===== config.mk =====
export PLATFORM = sky130hd
export DESIGN_NAME = spi_wb_master_flat
export DESIGN_NICKNAME = d
export VERILOG_FILES = /design/src/rtl/spi_wb_master_pkg.sv /design/src/rtl/spi_wb_master_if.sv /design/src/rtl/spi_wbm_xfer.sv /design/src/rtl/spi_wb_master.sv /design/src/flat_wrapper.sv
export SDC_FILE = /design/constraint.sdc
export NUM_CORES = 1
export LEC_CHECK = 0
export ABC_AREA = 1
export BUFFER_PORTS_ARGS = -buffer_cell sky130_fd_sc_hd__buf_4
export CAP_MARGIN = 25
export CORE_MARGIN = 8
export CORE_UTILIZATION = 57
export CTS_BUF_LIST = sky130_fd_sc_hd__clkbuf_8
export DETAILED_ROUTE_END_ITERATION = 7
export PLACE_DENSITY = 0.89
export SYNTH_ARGS = -nofsm -noshare
export SYNTH_HDL_FRONTEND = slang
export SYNTH_SLANG_ARGS = --single-unit
export TNS_END_PERCENT = 10

===== constraint.sdc =====
create_clock -name wb_clk_i -period 4.52 [get_ports wb_clk_i]
set_clock_uncertainty 0.2 [all_clocks]
set_input_delay 1.356 -clock wb_clk_i [delete_from_list [all_inputs] [get_ports wb_clk_i]]
set_output_delay 1.356 -clock wb_clk_i [all_outputs]
set_load 0.03 [all_outputs]

===== src/rtl/spi_wb_master_pkg.sv =====
// Shared register map, CTRL bit positions and sequencer state encoding
// for the SPI-core Wishbone command sequencer.
package spi_wbm_pkg;

  localparam logic [4:0] ADR_RX0     = 5'h00;
  localparam logic [4:0] ADR_TX0     = 5'h00;
  localparam logic [4:0] ADR_CTRL    = 5'h10;
  localparam logic [4:0] ADR_DIVIDER = 5'h14;
  localparam logic [4:0] ADR_SS      = 5'h18;

  localparam int CTRL_GO_BSY = 8;
  localparam int CTRL_RX_NEG = 9;
  localparam int CTRL_TX_NEG = 10;
  localparam int CTRL_LSB    = 11;
  localparam int CTRL_IE     = 12;
  localparam int CTRL_ASS    = 13;

  typedef enum logic [2:0] {
    S_INIT_DIV,
    S_IDLE,
    S_WR_TX,
    S_WR_SS,
    S_WR_CTRL,
    S_WAIT_DONE,
    S_RD_RX,
    S_RESP
  } state_t;

  function automatic logic [31:0] ctrl_word(input logic [6:0] len, input logic lsb,
                                            input logic ie, input logic ass);
    logic [31:0] v;
    v              = 32'd0;
    v[6:0]         = len;
    v[CTRL_GO_BSY] = 1'b1;
    v[CTRL_RX_NEG] = 1'b0;
    v[CTRL_TX_NEG] = 1'b1;
    v[CTRL_LSB]    = lsb;
    v[CTRL_IE]     = ie;
    v[CTRL_ASS]    = ass;
    return v;
  endfunction

endpackage


===== src/rtl/spi_wb_master_if.sv =====
// Command/response port and Wishbone initiator port of the sequencer.
interface spi_wb_master_if;
  logic        cmd_valid_i;
  logic        cmd_ready_o;
  logic [31:0] cmd_data_i;
  logic [6:0]  cmd_len_i;
  logic [7:0]  cmd_ss_i;
  logic        cmd_lsb_i;
  logic        rsp_valid_o;
  logic [31:0] rsp_data_o;
  logic        rsp_err_o;
  logic        wb_cyc_o;
  logic        wb_stb_o;
  logic        wb_we_o;
  logic [4:0]  wb_adr_o;
  logic [31:0] wb_dat_o;
  logic [3:0]  wb_sel_o;
  logic [31:0] wb_dat_i;
  logic        wb_ack_i;
  logic        wb_err_i;
  logic        wb_int_i;

  modport master (
    input  cmd_valid_i, cmd_data_i, cmd_len_i, cmd_ss_i, cmd_lsb_i,
    output cmd_ready_o, rsp_valid_o, rsp_data_o, rsp_err_o,
    output wb_cyc_o, wb_stb_o, wb_we_o, wb_adr_o, wb_dat_o, wb_sel_o,
    input  wb_dat_i, wb_ack_i, wb_err_i, wb_int_i
  );

  modport slave (
    output cmd_valid_i, cmd_data_i, cmd_len_i, cmd_ss_i, cmd_lsb_i,
    input  cmd_ready_o, rsp_valid_o, rsp_data_o, rsp_err_o,
    input  wb_cyc_o, wb_stb_o, wb_we_o, wb_adr_o, wb_dat_o, wb_sel_o,
    output wb_dat_i, wb_ack_i, wb_err_i, wb_int_i
  );
endinterface


===== src/rtl/spi_wbm_xfer.sv =====
// Single Wishbone classic transaction: cyc/stb held from start until ack, err
// or ACK_TIMEOUT cycles; done/err/rdat are valid combinationally on the final cycle.
module spi_wbm_xfer #(
  parameter int ACK_TIMEOUT = 16
) (
  input  logic        i_clk,
  input  logic        i_rst_n,
  input  logic        i_start,
  input  logic        i_we,
  input  logic [4:0]  i_adr,
  input  logic [31:0] i_wdat,
  output logic        o_done,
  output logic        o_err,
  output logic [31:0] o_rdat,
  output logic        o_wb_cyc,
  output logic        o_wb_stb,
  output logic        o_wb_we,
  output logic [4:0]  o_wb_adr,
  output logic [31:0] o_wb_dat,
  output logic [3:0]  o_wb_sel,
  input  logic [31:0] i_wb_dat,
  input  logic        i_wb_ack,
  input  logic        i_wb_err
);

  localparam logic [15:0] TO_LAST = 16'(ACK_TIMEOUT - 1);

  logic        r_cyc;
  logic        r_we;
  logic [4:0]  r_adr;
  logic [31:0] r_dat;
  logic [3:0]  r_sel;
  logic [15:0] r_cnt;
  logic        w_timeout;

  assign w_timeout = (r_cnt >= TO_LAST);
  assign o_done    = r_cyc & (i_wb_ack | i_wb_err | w_timeout);
  // err beats a simultaneous ack; a late ack on the final timeout cycle still counts
  assign o_err     = r_cyc & (i_wb_err | (w_timeout & ~i_wb_ack));
  assign o_rdat    = i_wb_dat;

  assign o_wb_cyc = r_cyc;
  assign o_wb_stb = r_cyc;
  assign o_wb_we  = r_we;
  assign o_wb_adr = r_adr;
  assign o_wb_dat = r_dat;
  assign o_wb_sel = r_sel;

  always_ff @(posedge i_clk) begin
    if (!i_rst_n) begin
      r_cyc <= 1'b0;
      r_we  <= 1'b0;
      r_adr <= 5'd0;
      r_dat <= 32'd0;
      r_sel <= 4'd0;
      r_cnt <= 16'd0;
    end else if (r_cyc) begin
      if (o_done) begin
        r_cyc <= 1'b0;
      end else begin
        r_cnt <= r_cnt + 16'd1;
      end
    end else if (i_start) begin
      r_cyc <= 1'b1;
      r_we  <= i_we;
      r_adr <= i_adr;
      r_dat <= i_wdat;
      r_sel <= 4'hF;
      r_cnt <= 16'd0;
    end
  end

endmodule


===== src/rtl/spi_wb_master.sv =====
// Command sequencer driving the SPI core registers: DIVIDER once, then TX0/SS/CTRL/wait/RX0.
// SPI_WBM_IRQ_EN: wait on wb_int_i instead of polling CTRL.GO_BSY.
module spi_wb_master
  import spi_wbm_pkg::*;
#(
  parameter logic [15:0] DIVIDER_VAL = 16'd4,
  parameter int          ACK_TIMEOUT = 16,
  parameter logic        ASS_EN      = 1'b1
) (
  input logic              wb_clk_i,
  input logic              wb_rst_i,
  spi_wb_master_if.master  bus
);

`ifdef SPI_WBM_IRQ_EN
  localparam logic IE_VAL = 1'b1;
`else
  localparam logic IE_VAL = 1'b0;
`endif

  state_t      r_state;
  logic        r_div_done;
  logic        r_have_cmd;
  logic        r_issued;
  logic        r_cmd_rdy;
  logic        r_rsp_vld;
  logic        r_rsp_err;
  logic [31:0] r_rsp_dat;
  logic [31:0] r_data;
  logic [6:0]  r_len;
  logic [7:0]  r_ss;
  logic        r_lsb;

  logic        w_bus;
  logic        w_we;
  logic [4:0]  w_adr;
  logic [31:0] w_wdat;
  logic        w_start;
  logic        w_done;
  logic        w_err;
  logic [31:0] w_rdat;

  always_comb begin
    w_bus  = 1'b0;
    w_we   = 1'b0;
    w_adr  = 5'd0;
    w_wdat = 32'd0;
    case (r_state)
      S_INIT_DIV:  begin w_bus = 1'b1; w_we = 1'b1; w_adr = ADR_DIVIDER; w_wdat = {16'd0, DIVIDER_VAL}; end
      S_WR_TX:     begin w_bus = 1'b1; w_we = 1'b1; w_adr = ADR_TX0;     w_wdat = r_data; end
      S_WR_SS:     begin w_bus = 1'b1; w_we = 1'b1; w_adr = ADR_SS;      w_wdat = {24'd0, r_ss}; end
      S_WR_CTRL:   begin
        w_bus  = 1'b1;
        w_we   = 1'b1;
        w_adr  = ADR_CTRL;
        w_wdat = ctrl_word(r_len, r_lsb, IE_VAL, ASS_EN);
      end
`ifndef SPI_WBM_IRQ_EN
      S_WAIT_DONE: begin w_bus = 1'b1; w_adr = ADR_CTRL; end
`endif
      S_RD_RX:     begin w_bus = 1'b1; w_adr = ADR_RX0; end
      default:     ;
    endcase
  end

  // Each bus state launches exactly one transaction; a poll re-arms by clearing r_issued
  assign w_start = w_bus & ~r_issued;

  spi_wbm_xfer #(.ACK_TIMEOUT(ACK_TIMEOUT)) u_xfer (
    .i_clk    (wb_clk_i),
    .i_rst_n  (wb_rst_i),
    .i_start  (w_start),
    .i_we     (w_we),
    .i_adr    (w_adr),
    .i_wdat   (w_wdat),
    .o_done   (w_done),
    .o_err    (w_err),
    .o_rdat   (w_rdat),
    .o_wb_cyc (bus.wb_cyc_o),
    .o_wb_stb (bus.wb_stb_o),
    .o_wb_we  (bus.wb_we_o),
    .o_wb_adr (bus.wb_adr_o),
    .o_wb_dat (bus.wb_dat_o),
    .o_wb_sel (bus.wb_sel_o),
    .i_wb_dat (bus.wb_dat_i),
    .i_wb_ack (bus.wb_ack_i),
    .i_wb_err (bus.wb_err_i)
  );

`ifndef SPI_WBM_IRQ_EN
  logic w_unused;
  assign w_unused = bus.wb_int_i;
`endif

  assign bus.cmd_ready_o = r_cmd_rdy;
  assign bus.rsp_valid_o = r_rsp_vld;
  assign bus.rsp_err_o   = r_rsp_err;
  assign bus.rsp_data_o  = r_rsp_dat;

  always_ff @(posedge wb_clk_i) begin
    if (!wb_rst_i) begin
      r_state    <= S_INIT_DIV;
      r_div_done <= 1'b0;
      r_have_cmd <= 1'b0;
      r_issued   <= 1'b0;
      r_cmd_rdy  <= 1'b0;
      r_rsp_vld  <= 1'b0;
      r_rsp_err  <= 1'b0;
      r_rsp_dat  <= 32'd0;
      r_data     <= 32'd0;
      r_len      <= 7'd0;
      r_ss       <= 8'd0;
      r_lsb      <= 1'b0;
    end else begin
      if (w_start) r_issued <= 1'b1;
      if (w_done)  r_issued <= 1'b0;

      // A failed transaction while a command is pending ends it with an error response
      if (w_done && w_err && (r_state != S_INIT_DIV || r_have_cmd)) begin
        r_state   <= S_RESP;
        r_rsp_vld <= 1'b1;
        r_rsp_err <= 1'b1;
        r_rsp_dat <= 32'd0;
      end else begin
        case (r_state)
          S_INIT_DIV: if (w_done) begin
            r_div_done <= ~w_err;
            if (r_have_cmd && !w_err) begin
              r_state <= S_WR_TX;
            end else begin
              r_state   <= S_IDLE;
              r_cmd_rdy <= 1'b1;
            end
          end
          S_IDLE: if (bus.cmd_valid_i) begin
            r_data     <= bus.cmd_data_i;
            r_len      <= bus.cmd_len_i;
            r_ss       <= bus.cmd_ss_i;
            r_lsb      <= bus.cmd_lsb_i;
            r_have_cmd <= 1'b1;
            r_cmd_rdy  <= 1'b0;
            r_state    <= r_div_done ? S_WR_TX : S_INIT_DIV;
          end
          S_WR_TX:   if (w_done) r_state <= S_WR_SS;
          S_WR_SS:   if (w_done) r_state <= S_WR_CTRL;
          S_WR_CTRL: if (w_done) r_state <= S_WAIT_DONE;
`ifdef SPI_WBM_IRQ_EN
          S_WAIT_DONE: if (bus.wb_int_i) r_state <= S_RD_RX;
`else
          S_WAIT_DONE: if (w_done && !w_rdat[CTRL_GO_BSY]) r_state <= S_RD_RX;
`endif
          S_RD_RX: if (w_done) begin
            r_state   <= S_RESP;
            r_rsp_vld <= 1'b1;
            r_rsp_err <= 1'b0;
            r_rsp_dat <= w_rdat;
          end
          S_RESP: begin
            r_state    <= S_IDLE;
            r_cmd_rdy  <= 1'b1;
            r_have_cmd <= 1'b0;
            r_rsp_vld  <= 1'b0;
            r_rsp_err  <= 1'b0;
            r_rsp_dat  <= 32'd0;
          end
          default: r_state <= S_IDLE;
        endcase
      end
    end
  end

endmodule


===== src/flat_wrapper.sv =====
// flat-port wrapper written by rule: the top's interface ports become plain ports
module spi_wb_master_flat import spi_wbm_pkg::*;
#(
  parameter logic [15:0] DIVIDER_VAL = 16'd4,
  parameter int          ACK_TIMEOUT = 16,
  parameter logic        ASS_EN      = 1'b1
)
  (wb_clk_i, wb_rst_i, bus_cmd_valid_i, bus_cmd_data_i, bus_cmd_len_i, bus_cmd_ss_i, bus_cmd_lsb_i, bus_cmd_ready_o, bus_rsp_valid_o, bus_rsp_data_o, bus_rsp_err_o, bus_wb_cyc_o, bus_wb_stb_o, bus_wb_we_o, bus_wb_adr_o, bus_wb_dat_o, bus_wb_sel_o, bus_wb_dat_i, bus_wb_ack_i, bus_wb_err_i, bus_wb_int_i);
  spi_wb_master_if bus_i ();
  input logic wb_clk_i;
  input logic wb_rst_i;
  input wire logic [$bits(bus_i.cmd_valid_i)-1:0] bus_cmd_valid_i;
  input wire logic [$bits(bus_i.cmd_data_i)-1:0] bus_cmd_data_i;
  input wire logic [$bits(bus_i.cmd_len_i)-1:0] bus_cmd_len_i;
  input wire logic [$bits(bus_i.cmd_ss_i)-1:0] bus_cmd_ss_i;
  input wire logic [$bits(bus_i.cmd_lsb_i)-1:0] bus_cmd_lsb_i;
  output wire logic [$bits(bus_i.cmd_ready_o)-1:0] bus_cmd_ready_o;
  output wire logic [$bits(bus_i.rsp_valid_o)-1:0] bus_rsp_valid_o;
  output wire logic [$bits(bus_i.rsp_data_o)-1:0] bus_rsp_data_o;
  output wire logic [$bits(bus_i.rsp_err_o)-1:0] bus_rsp_err_o;
  output wire logic [$bits(bus_i.wb_cyc_o)-1:0] bus_wb_cyc_o;
  output wire logic [$bits(bus_i.wb_stb_o)-1:0] bus_wb_stb_o;
  output wire logic [$bits(bus_i.wb_we_o)-1:0] bus_wb_we_o;
  output wire logic [$bits(bus_i.wb_adr_o)-1:0] bus_wb_adr_o;
  output wire logic [$bits(bus_i.wb_dat_o)-1:0] bus_wb_dat_o;
  output wire logic [$bits(bus_i.wb_sel_o)-1:0] bus_wb_sel_o;
  input wire logic [$bits(bus_i.wb_dat_i)-1:0] bus_wb_dat_i;
  input wire logic [$bits(bus_i.wb_ack_i)-1:0] bus_wb_ack_i;
  input wire logic [$bits(bus_i.wb_err_i)-1:0] bus_wb_err_i;
  input wire logic [$bits(bus_i.wb_int_i)-1:0] bus_wb_int_i;
  assign bus_i.cmd_valid_i = bus_cmd_valid_i;
  assign bus_i.cmd_data_i = bus_cmd_data_i;
  assign bus_i.cmd_len_i = bus_cmd_len_i;
  assign bus_i.cmd_ss_i = bus_cmd_ss_i;
  assign bus_i.cmd_lsb_i = bus_cmd_lsb_i;
  assign bus_cmd_ready_o = bus_i.cmd_ready_o;
  assign bus_rsp_valid_o = bus_i.rsp_valid_o;
  assign bus_rsp_data_o = bus_i.rsp_data_o;
  assign bus_rsp_err_o = bus_i.rsp_err_o;
  assign bus_wb_cyc_o = bus_i.wb_cyc_o;
  assign bus_wb_stb_o = bus_i.wb_stb_o;
  assign bus_wb_we_o = bus_i.wb_we_o;
  assign bus_wb_adr_o = bus_i.wb_adr_o;
  assign bus_wb_dat_o = bus_i.wb_dat_o;
  assign bus_wb_sel_o = bus_i.wb_sel_o;
  assign bus_i.wb_dat_i = bus_wb_dat_i;
  assign bus_i.wb_ack_i = bus_wb_ack_i;
  assign bus_i.wb_err_i = bus_wb_err_i;
  assign bus_i.wb_int_i = bus_wb_int_i;
  spi_wb_master #(.DIVIDER_VAL(DIVIDER_VAL), .ACK_TIMEOUT(ACK_TIMEOUT), .ASS_EN(ASS_EN)) u_core (.wb_clk_i(wb_clk_i), .wb_rst_i(wb_rst_i), .bus(bus_i));
endmodule

## Yosys cells after proc, flatten, opt, wreduce, memory -nomap -nowiden

Cells that the tools add are included.
Widths: inputs -> output; s select.

- Register bits: 145
- Latch bits: 0
- Memory bits (writable): 0
- Bits in read-only memories: 0
- Input port bits: 86
- Output and inout port bits: 79
- Memories: 0

- Add/subtract/negate cells: 1
- Multiply operators: 0
- Divide/modulo/power cells: 0
- Magnitude comparators: 1
- Eq/ne operators: 19
- Shift operators: 0
- Muxes and demuxes: 35
- Bitwise gates (word level): 13
- Reduce and logical (&&, ||, !) cells: 28

Operators by type and width:

| kind | count |
|---|---|
| $pmux 32 s4 | 1 |
| $pmux 32 s2 | 1 |
| $mux 16 | 3 |
| $mux 32 | 1 |
| $mux 3 | 8 |
| $pmux 3 s8 | 1 |
| $ne 3x1->1 const B | 6 |
| $add 16x1->16 const B | 1 |
| $ge 16x4->1 const B | 1 |
| $pmux 5 s3 | 1 |
| $mux 1 | 13 |
| $eq 3x3->1 const B | 4 |
| $reduce_and 3->1 | 3 |
| $reduce_bool 3->1 | 3 |
| $reduce_and 2->1 | 4 |
| $reduce_and 7->1 | 1 |
| $eq 3x2->1 const B | 2 |
| $ne 2x2->1 const B | 3 |
| $not 1->1 | 6 |
| $pmux 1 s2 | 3 |
| $reduce_bool 2->1 | 3 |
| $reduce_or 2->1 | 3 |
| $reduce_or 6->1 | 1 |
| $reduce_and 5->1 | 1 |
| 12 further kinds | 23 |

## Longest topological paths before layout

Gate-level depths: netlist of the first run.

- Depth after elaboration: 10
- Gate-level depth with buffers: 14
- Mapped depth without buffers: 13

## Hierarchy

Synthesis of the first run repeated with hierarchy kept, for this count alone.

- Cells, all modules: 738
- Area total of the unflattened synthesis: 6127.1 um^2

Modules (own cells, without submodules):

| module | times used | cells an instance | area an instance (um^2) |
|---|---|---|---|
| spi_wb_master | 1 | 457 | 3758.6 |
| spi_wbm_xfer | 1 | 281 | 2368.5 |

## Worst setup path before layout of the first run

No wires, ideal clock.

- Path type: input port to flip-flop
- Start: in bus_wb_err_i
- End: reg u_core.r_rsp_dat[11] (netlist: u_core.bus.rsp_data_o[11])
- Library setup time: 78 ps
- Arrival: 2418 ps
- Required time: 4242 ps
- Slack: 1824 ps
- Stages on the path: 8
- Path buffers: 1
- Cells stage by stage: nor2_1 -> nand3_1 -> nand2_1 -> inv_1 -> nand3_1 -> clkbuf_1 -> nor2_1 -> nor3_1

- Cells in the longest elaborated chain, start to end: 6
- Elaborated cells between the ends (all ways): 10
- Classes of those cells: eq/ne (1); bitwise (5); reduce/logical (4)

Ends and longest elaborated chain:

| element | RTL line | source |
|---|---|---|
| from (decl) | flat_wrapper.sv:29 | `input wire logic [$bits(bus_i.wb_err_i)-1:0] bus_wb_err_i;` |
| $or 1x1->1 (2 in a row) | spi_wbm_xfer.sv:37 | `assign o_done = r_cyc & (i_wb_ack \| i_wb_err \| w_timeout);` |
| $and 1x1->1 | spi_wbm_xfer.sv:37 |  |
| $logic_and 1x1->1 (2 in a row) | spi_wb_master.sv:119 | `if (w_done && w_err && (r_state != S_INIT_DIV \|\| r_have_cmd)) begin` |
| $reduce_or 2->1 (no line) | n/a |  |
| to (signal assigned) | spi_wb_master.sv:156 | `r_rsp_dat <= w_rdat;` |
| to (decl) | spi_wb_master.sv:28 | `logic [31:0] r_rsp_dat;` |

Several ways; a longest one is shown, not always the timed one.
A chain may end at the register's enable or synchronous reset.

## Worst setup path after layout of the first run

- Start: in bus_wb_err_i
- End: reg u_core.r_rsp_dat[3] (netlist: u_core.bus.rsp_data_o[3])

The elaborated chain is that of the path after synthesis.

==> results.toml, run 1 <==
[status]
status = "complete, no violations"

[critical_path]
cp-start-kind = "input port"
cpMaxStageDelayCell = "nand2_1"
r2r_slack_ns = 1.43
crit_family = "simple AND/OR/NAND/NOR gates"
path_max_fanout = 35
crit_arrival_ns = 3.45
slowest_delay_ns = 0.64
crit_chain = "buf_4 > nor2_1 > nand3_1 > nand2_1 > inv_1 > nand3_1 > buf_4 > nand2_1 > nor2_1 > nor3_1"
crit_required_ns = 4.61
critPathBufInv = 3
r2r_start = "u_core.u_xfer.r_cnt[0]"
cp-end-kind = "register"
rr_endpoint = "u_core.bus.rsp_data_o[3]"
reg2reg_depth = 12
critPathKind = "input port to register"

[placement]
gp_congestion = 0.865
dp.cells = 949
hpwl_um = 10100
portBuffers = 161

[layout]
final_layout_size_suffix_gt1_frac = 0.241
num_antenna_cells = 0
fin_cells = 981
final_nets = 944
final_common_cell = "nor2_1"
syn2layout_area_growth_pct = 28.6
n_fill_cell = 659
layout_common_cells = "nor2_1 (195), buf_4 (165), dfxtp_1 (143), nand2_1 (131), o21ai_0 (59)"

[clock_tree]
cts_setup_buffers = 0
cts_max_path_buffers = 2
clkSinkCount = 143
cts_tree = "built"
clkLatencyLatePin_ns = 0.42
cts_buffers = 17
cts_hold_buf = 0
post_cts.resized_instances = 0
clk_pin_slew_worst_paths_ns = 0.08
h-tree-depth = 4
root_buffer = "clkbuf_8"

[sta]
maxSlewHeadroom = 0.280
hold_viol_final = 0
final.setup.tns_ns = 0
fmax_mhz = 297
setup_viol = 0
fin_crit_sh = 0.745
rsz0062_at_grt = "false"
worst_pin_slew_ns = 1.08
finalMaxSlewViolations = 0
finalCriticalPeriod_ns = 3.37

[worst_hold_path]
whs_endpoint = "u_core.u_xfer.r_cnt[8]"
hold_path.class = "register to register"
hold_path_startpoint = "u_core.u_xfer.r_cnt[8]"
holdPathStages = 2

[floorplan]
rows = 35
pin_count = 165
initial_core_util = 0.585
die_w_um = 113
dieArea_um2 = 12800
dieHeight_um = 113
core_um2 = 9200

[global_routing]
grt_use_total = 0.221
grt_pass1_wl_um = 23400
grt_pass1_vias = 5008
globalRoute.totalOverflow = 0
antenna_found_initial = 0
grt_max_degree = 57

[route]
wirelength_um = 14300
vias = 5201
drtPass1Iterations = 5
drtIter0Drc = 463
ant_nets = 0
post_drt_wl_per_cell_um = 14.6
drc = 0
via_per_inst = 5.30

[power_and_ir_drop]
sequentialPowerShare = 0.426
power_density_nw_per_um2 = 517
vdd_drop_max_mv = 0.229
internal-power_mw = 2.25
p_sw_mw = 1.33
pwr-share-clk = 0.276
p_comb_frac = 0.298
switching_share = 0.371
cellLeakagePower_nw = 3.14

[logic_synthesis]
syn_area_per_cell_um2 = 7.50
synth_area_um2 = 5380
synth_seq_cells = 143
synth_cells = 718
synth-seq-area-share = 0.532
yosysWarnings = 0
yosysUniqueCellTypes = 31

[flow_run]
cap_violations = 0
power groups by stage:
stage	Sequential [mW]	Clock, mW	Combinational [mW]
final	1.52	0.988	1.07
after global routing	1.54	1.06	1.17
after CTS	1.52	1.00	1.06
after detailed placement	1.55	0	1.05
after global placement	1.54	0	1.02
after floorplan	1.60	0	0.719
metrics by stage:
stage	hold WS (ns)	utilization	total power, mW	worst slack, ns	instance area, µm²
after CTS	0.243	0.753	3.58	1.19	6920
after detailed placement	0.230	0.710	2.60	0.723	6530
after floorplan	0.218	-	2.32	1.82	5390
final	0.242	0.753	3.58	1.15	6920
after global placement	0.226	0.710	2.56	0.857	6530
after global routing	0.270	0.753	3.77	0.929	6920
cells in the mapped netlist:
master,number,area [µm²]
or2_4,1,8.76
inv_1,20,75.1
a22oi_1,1,7.51
nor2_1,195,732
a21oi_1,22,110
ha_1,1,12.5
o21ai_0,59,295
buf_2,16,80.1
buf_6,3,33.8
clkbuf_2,1,5.00
nand3_4,1,17.5
inv_2,5,18.8
nor2_4,3,33.8
a221oi_1,1,8.76
o21ai_1,6,30.0
clkbuf_1,20,75.1
nand3_1,34,170
nand2_2,1,6.26
a31oi_1,1,6.26
dfxtp_1,143,2860
nor3_1,35,175
nand2_1,131,492
a211oi_1,2,15.0
o21a_1,1,7.51
nor2_2,2,12.5
buf_4,6,45.0
conb_1,1,3.75
nand4_1,2,12.5
nand3_2,1,10.0
a22o_1,2,17.5
clkinv_1,1,3.75
metal layers:
metal,routed length (µm),up-vias,GRT usage
li1,-,2568,-
met3,1270,21,0.0703
met1,6070,2366,0.267
met4,205,0,0.0773
met5,0,-,0
met2,6750,246,0.363
flip-flops by register name (all words and copies together), names as in the netlist, 3 cells and up:
register	cells
u_core.u_xfer.o_wb_dat	32
u_core.u_xfer.o_wb_adr	3
u_core.r_state	3
u_core.r_data	32
u_core.r_len	7
u_core.r_ss	8
u_core.bus.rsp_data_o	32
u_core.u_xfer.r_cnt	16
layout make-up:
cell class	count	area [µm²]	share of cell area
Clock inverter	15	163	0.0235
Clock buffer	17	234	0.0338
Timing Repair Buffer	165	1240	0.179
Inverter	26	97.6	0.0141
Tap cell	111	139	0.0201
Sequential cell	143	2860	0.414
Multi-Input combinational cell	504	2190	0.316
worst max path at each step:
stage	start	depth (start not counted)	endpoint	slack [ns]
2_1_floorplan	bus_wb_err_i	8	u_core.bus.rsp_data_o[11]	1.82
3_3_place_gp	bus_wb_err_i	10	u_core.bus.rsp_data_o[11]	0.86
3_5_place_dp	bus_wb_err_i	10	u_core.bus.rsp_data_o[3]	0.72
4_1_cts	bus_wb_err_i	10	u_core.bus.rsp_data_o[3]	1.19
5_1_grt	bus_wb_err_i	10	u_core.bus.rsp_data_o[7]	0.93
6_report	bus_wb_err_i	10	u_core.bus.rsp_data_o[3]	1.15
cell families (layout without fill, tap and decap cells):
logic type                 Yosys count  count (layout)  share of synthesized area
DFF                                143             143                      0.532
and+or+nand+nor                    406             406                      0.310
AOI/OAI and AO/OA                   95              95                     0.0925
adders and majority gates            1               1                    0.00232
buffers and inverters               72             223                     0.0625
other                                1               2                   0.000697
tightest hold or removal path: stages (launching register included):
cell and delay, ns:
dfxtp_1 0.32, nand2_1 0.06, nor2_1 0.03
Note: power is estimated with default switching activity, not from simulation.
==> inputs of run 2 (changes only) <==
- CORE_UTILIZATION: 57 -> 48
- PLACE_DENSITY: 0.89 -> 0.8
- clock period: 4.52 -> 2.85 ns (I/O delays scaled with it)
==> run 2 against run 1 <==
Die area up 16%. Flip-flop and latch count unchanged. Count of clock-buffer cells in the layout is 1 higher. Highest routed layer unchanged. Sequential share of layout area down 0.65 points. Clock power up 72%.
==> results.toml, run 2 (synthesized netlist as in run 1, its figures left out) <==
[power_and_ir_drop]
vdd_drop_max_mv = 0.534
cellLeakagePower_nw = 3.20
internal-power_mw = 3.71
switching_share = 0.358
pwr-share-clk = 0.294
power_density_nw_per_um2 = 822
sequentialPowerShare = 0.416
p_sw_mw = 2.07
finalPower_mw = 5.78
p_comb_frac = 0.290

[worst_hold_path]
hold_path_startpoint = "u_core.u_xfer.r_cnt[4]"
hold_path.class = "register to register"
whs_endpoint = "u_core.u_xfer.r_cnt[4]"
holdPathStages = 2

[critical_path]
rr_endpoint = "u_core.bus.rsp_data_o[22]"
cp-start-kind = "register"
crit_chain = "nor2_4 > inv_2 > nor2_4 > inv_2 > or2_4 > nand3_4 > nand3_2 > nor3_1"
crit_arrival_ns = 2.59
crit_family = "simple AND/OR/NAND/NOR gates"
cp-end-kind = "register"
crit_required_ns = 2.96
slowest_delay_ns = 0.53
path_max_fanout = 32
cpMaxStageDelayCell = "nand3_2"
r2r_slack_ns = 0.37
critPathBufInv = 2
critPathKind = "register to register"
reg2reg_depth = 8
r2r_start = "u_core.r_state[0]"

[route]
post_drt_wl_per_cell_um = 13.5
drc = 0
ant_nets = 0
wirelength_um = 13700
drtIter0Drc = 385
vias = 4921
via_per_inst = 4.84
drtPass1Iterations = 5

[placement]
placed_area_um2 = 6610
gp_congestion = 0.821
portBuffers = 161
hpwl_um = 9790
dp.cells = 984
post-place-ws_ns = 0.295

[layout]
n_fill_cell = 1028
layout_common_cells = "nor2_1 (195), buf_4 (171), dfxtp_1 (143), nand2_1 (131), o21ai_0 (59)"
fin_cells = 1016
final_common_cell = "nor2_1"
syn2layout_area_growth_pct = 30.6
stdcell_area_um2 = 7030
num_antenna_cells = 0
fin_util = 0.646
regArea_um2 = 2860
final_layout_size_suffix_gt1_frac = 0.248
multiInputGateArea_um2 = 2190
final_nets = 950

[global_routing]
grt_pass1_vias = 4521
globalRoute.totalOverflow = 0
grt_pass1_wl_um = 21700
grt_max_degree = 51
grt_use_total = 0.180
antenna_found_initial = 0

[sta]
fin_crit_sh = 0.869
setup_viol = 0
worst_pin_slew_ns = 0.946
maxSlewHeadroom = 0.365
finalCriticalPeriod_ns = 2.48
rsz0062_at_grt = "false"
finalWorstSetupSlack_ns = 0.372
final.setup.tns_ns = 0
fmax_mhz = 404
whs_ns = 0.241
hold_viol_final = 0
finalMaxSlewViolations = 0

[clock_tree]
cts_setup_buffers = 0
cts_buffers = 17
h-tree-depth = 4
post_cts.resized_instances = 0
cts_hold_buf = 0
clkSinkCount = 143
clk_pin_slew_worst_paths_ns = 0.08
root_buffer = "clkbuf_8"
clkLatencyLatePin_ns = 0.42
cts_max_path_buffers = 2
cts_tree = "built"

[floorplan]
rows = 38
pin_count = 165
dieArea_um2 = 14900
core_um2 = 10900
die_w_um = 122
initial_core_util = 0.494
dieHeight_um = 122

[status]
status = "complete, no violations"

[flow_run]
cap_violations = 0
==> run 2: worst max path at each step <==
stage / start / endpoint / slack [ns] / cells after the start
global route: u_core.u_xfer.r_cnt[0] / u_core.r_len[1] / 0.17 / 12
finish: u_core.r_state[0] / u_core.bus.rsp_data_o[22] / 0.37 / 8
global placement: bus_wb_err_i / u_core.bus.rsp_data_o[10] / 0.37 / 10
floorplan: bus_wb_err_i / u_core.bus.rsp_data_o[11] / 0.66 / 8
CTS: u_core.r_state[0] / u_core.bus.rsp_data_o[22] / 0.34 / 8
detailed placement: bus_wb_ack_i / u_core.bus.rsp_data_o[22] / 0.29 / 7
==> run 2: worst min-delay path: cells and delay by family (launching register included) <==
kind	cells	cell delay, ns
AND/OR/NAND/NOR	2	0.09
flip-flops	1	0.31
==> run 2: area by class of cell <==
class                      count  area share
clock inverter                14      0.0253
tap                          140      0.0249
inverter                      26      0.0139
sequential                   143       0.407
multi-input combinational    504       0.311
timing repair buffer         171       0.183
clock buffer                  18      0.0352
==> run 2: power groups by stage <==
stage          registers, mW  logic, mW  clock network [mW]
5_1_grt                 2.44       1.89                1.83
6_report                2.40       1.68                1.70
3_5_place_dp            2.45       1.69                   0
3_3_place_gp            2.44       1.67                   0
4_1_cts                 2.40       1.69                1.74
2_1_floorplan           2.54       1.14                   0
==> run 2: routing by layer <==
metal | wire, µm | vias to the layer above | GRT usage
li1 | - | 2579 | -
met1 | 6030 | 2192 | 0.228
met2 | 6570 | 137 | 0.294
met3 | 884 | 13 | 0.0444
met4 | 196 | 0 | 0.0625
met5 | 0 | - | 0
==> inputs of run 3 (changes only) <==
- CORE_UTILIZATION: 48 -> 53
- PLACE_DENSITY: 0.8 -> 0.84
- clock period: 2.85 -> 2.3 ns (I/O delays scaled with it)
==> run 3 against run 2 <==
Total power is 26% higher. Largest power group unchanged. Critical endpoint is now u_core.r_ss[7]. Largest cell class unchanged. Register-to-register slack lost 0.26 ns. Flip-flop and latch count unchanged. Wire length is 7.5% higher. Clock power rose by 19%. Combinational power grew 35%. Design area up 1.5%.
==> results.toml, run 3 (synthesized netlist as in run 1, its figures left out) <==
[status]
status = "complete, no violations"

[global_routing]
grt_pass1_vias = 4969
globalRoute.totalOverflow = 0
grt_max_degree = 51
grt_use_total = 0.209
antenna_found_initial = 0
grt_pass1_wl_um = 23000

[layout]
n_fill_cell = 764
fin_util = 0.727
final_common_cell = "nor2_1"
final_layout_size_suffix_gt1_frac = 0.261
num_antenna_cells = 0
final_nets = 955
syn2layout_area_growth_pct = 32.6
regArea_um2 = 2870
layout_common_cells = "nor2_1 (195), buf_4 (170), dfxtp_1 (140), nand2_1 (129), o21ai_0 (58)"
multiInputGateArea_um2 = 2200
fin_cells = 1014

[floorplan]
dieHeight_um = 117
rows = 36
die_w_um = 117
initial_core_util = 0.548
dieArea_um2 = 13600
pin_count = 165
core_um2 = 9820

[sta]
finalMaxSlewViolations = 0
final.setup.tns_ns = 0
fmax_mhz = 457
rsz0062_at_grt = "true"
hold_viol_final = 0
fin_crit_sh = 0.951
finalWorstSetupSlack_ns = 0.112
setup_viol = 0
finalCriticalPeriod_ns = 2.19
worst_pin_slew_ns = 0.769
maxSlewHeadroom = 0.486

[route]
post_drt_wl_per_cell_um = 14.5
vias = 5194
drtPass1Iterations = 5
drc = 0
drtIter0Drc = 465
ant_nets = 0
wirelength_um = 14700
via_per_inst = 5.12

[placement]
portBuffers = 161
hpwl_um = 10800
gp_congestion = 0.905
dp.cells = 982
post-place-ws_ns = -0.00706

[power_and_ir_drop]
power_density_nw_per_um2 = 1020
vdd_drop_max_mv = 0.519
sequentialPowerShare = 0.411
p_comb_frac = 0.310
switching_share = 0.365
cellLeakagePower_nw = 3.24
p_sw_mw = 2.66
pwr-share-clk = 0.279
internal-power_mw = 4.62

[clock_tree]
clk_pin_slew_worst_paths_ns = 0.08
cts_buffers = 17
clkSinkCount = 143
h-tree-depth = 4
root_buffer = "clkbuf_8"
cts_setup_buffers = 0
cts_hold_buf = 0
cts_tree = "built"
clkLatencyLatePin_ns = 0.43
cts_max_path_buffers = 2

[critical_path]
slowest_delay_ns = 0.36
cp-start-kind = "register"
crit_required_ns = 2.41
cpMaxStageDelayCell = "dfxtp_2"
critPathBufInv = 3
path_max_fanout = 50
critPathKind = "register to register"
crit_family = "simple AND/OR/NAND/NOR gates"
crit_arrival_ns = 2.30
crit_chain = "nor2_4 > inv_2 > nor2_4 > inv_2 > or2_4 > nand3_4 > nand2_2 > buf_12 > o21ai_0 > nor2_1"
cp-end-kind = "register"

[flow_run]
cap_violations = 0

[worst_hold_path]
hold_path.class = "register to register"
run 3: power groups by stage:
stage | logic [mW] | clock network (mW) | registers, mW
finish | 2.26 | 2.03 | 2.99
global route | 2.47 | 2.16 | 3.03
CTS | 2.24 | 2.04 | 2.98
detailed placement | 2.22 | 0 | 3.04
global placement | 2.15 | 0 | 3.02
floorplan | 1.41 | 0 | 3.14
run 3: final cells by class:
type / count / share of cell area
Sequential cell: 143 / 0.402
Clock buffer: 19 / 0.0366
Inverter: 26 / 0.0137
Tap cell: 133 / 0.0233
Timing Repair Buffer: 176 / 0.196
Multi-Input combinational cell: 504 / 0.308
Clock inverter: 13 / 0.0216
run 3: worst reg2reg max path: stages (launching register included):
cell	delay (ns)
dfxtp_2	0.36
nor2_4	0.20
inv_2	0.07
nor2_4	0.16
inv_2	0.08
or2_4	0.26
nand3_4	0.16
nand2_2	0.12
buf_12	0.20
o21ai_0	0.22
nor2_1	0.07
run 3: worst paths after layout:
check,slack (ns),depth (start not counted),end,from
worst max register to register,0.11,10,u_core.r_ss[7],u_core.r_state[0]
worst max-delay path,0.11,10,u_core.r_ss[7],u_core.r_state[0]
worst min-delay path,0.24,2,u_core.u_xfer.r_cnt[5],u_core.u_xfer.r_cnt[5]
worst min register to register,0.24,2,u_core.u_xfer.r_cnt[5],u_core.u_xfer.r_cnt[5]
run 3: metal layers:
metal  global-route usage  routed length (µm)
met1                0.258                6290
met2                0.348                6820
met3               0.0590                1340
met4               0.0631                 250
met5                    0                   0
run 3: timing repair:
item	in CTS	in global routing
pin swaps	0	1
setup endpoints to repair	3	90
endpoints found under the hold margin	0	0
resized for setup	2	10
run 3: stage by stage:
stage / power, mW / hold WS, ns / instance area [µm²]
final: 7.28 / 0.238 / 7140
after global routing: 7.66 / 0.263 / 7140
after CTS: 7.27 / 0.241 / 7120
after detailed placement: 5.26 / 0.228 / 6700
after global placement: 5.16 / 0.224 / 6700
after floorplan: 4.56 / 0.218 / 5390
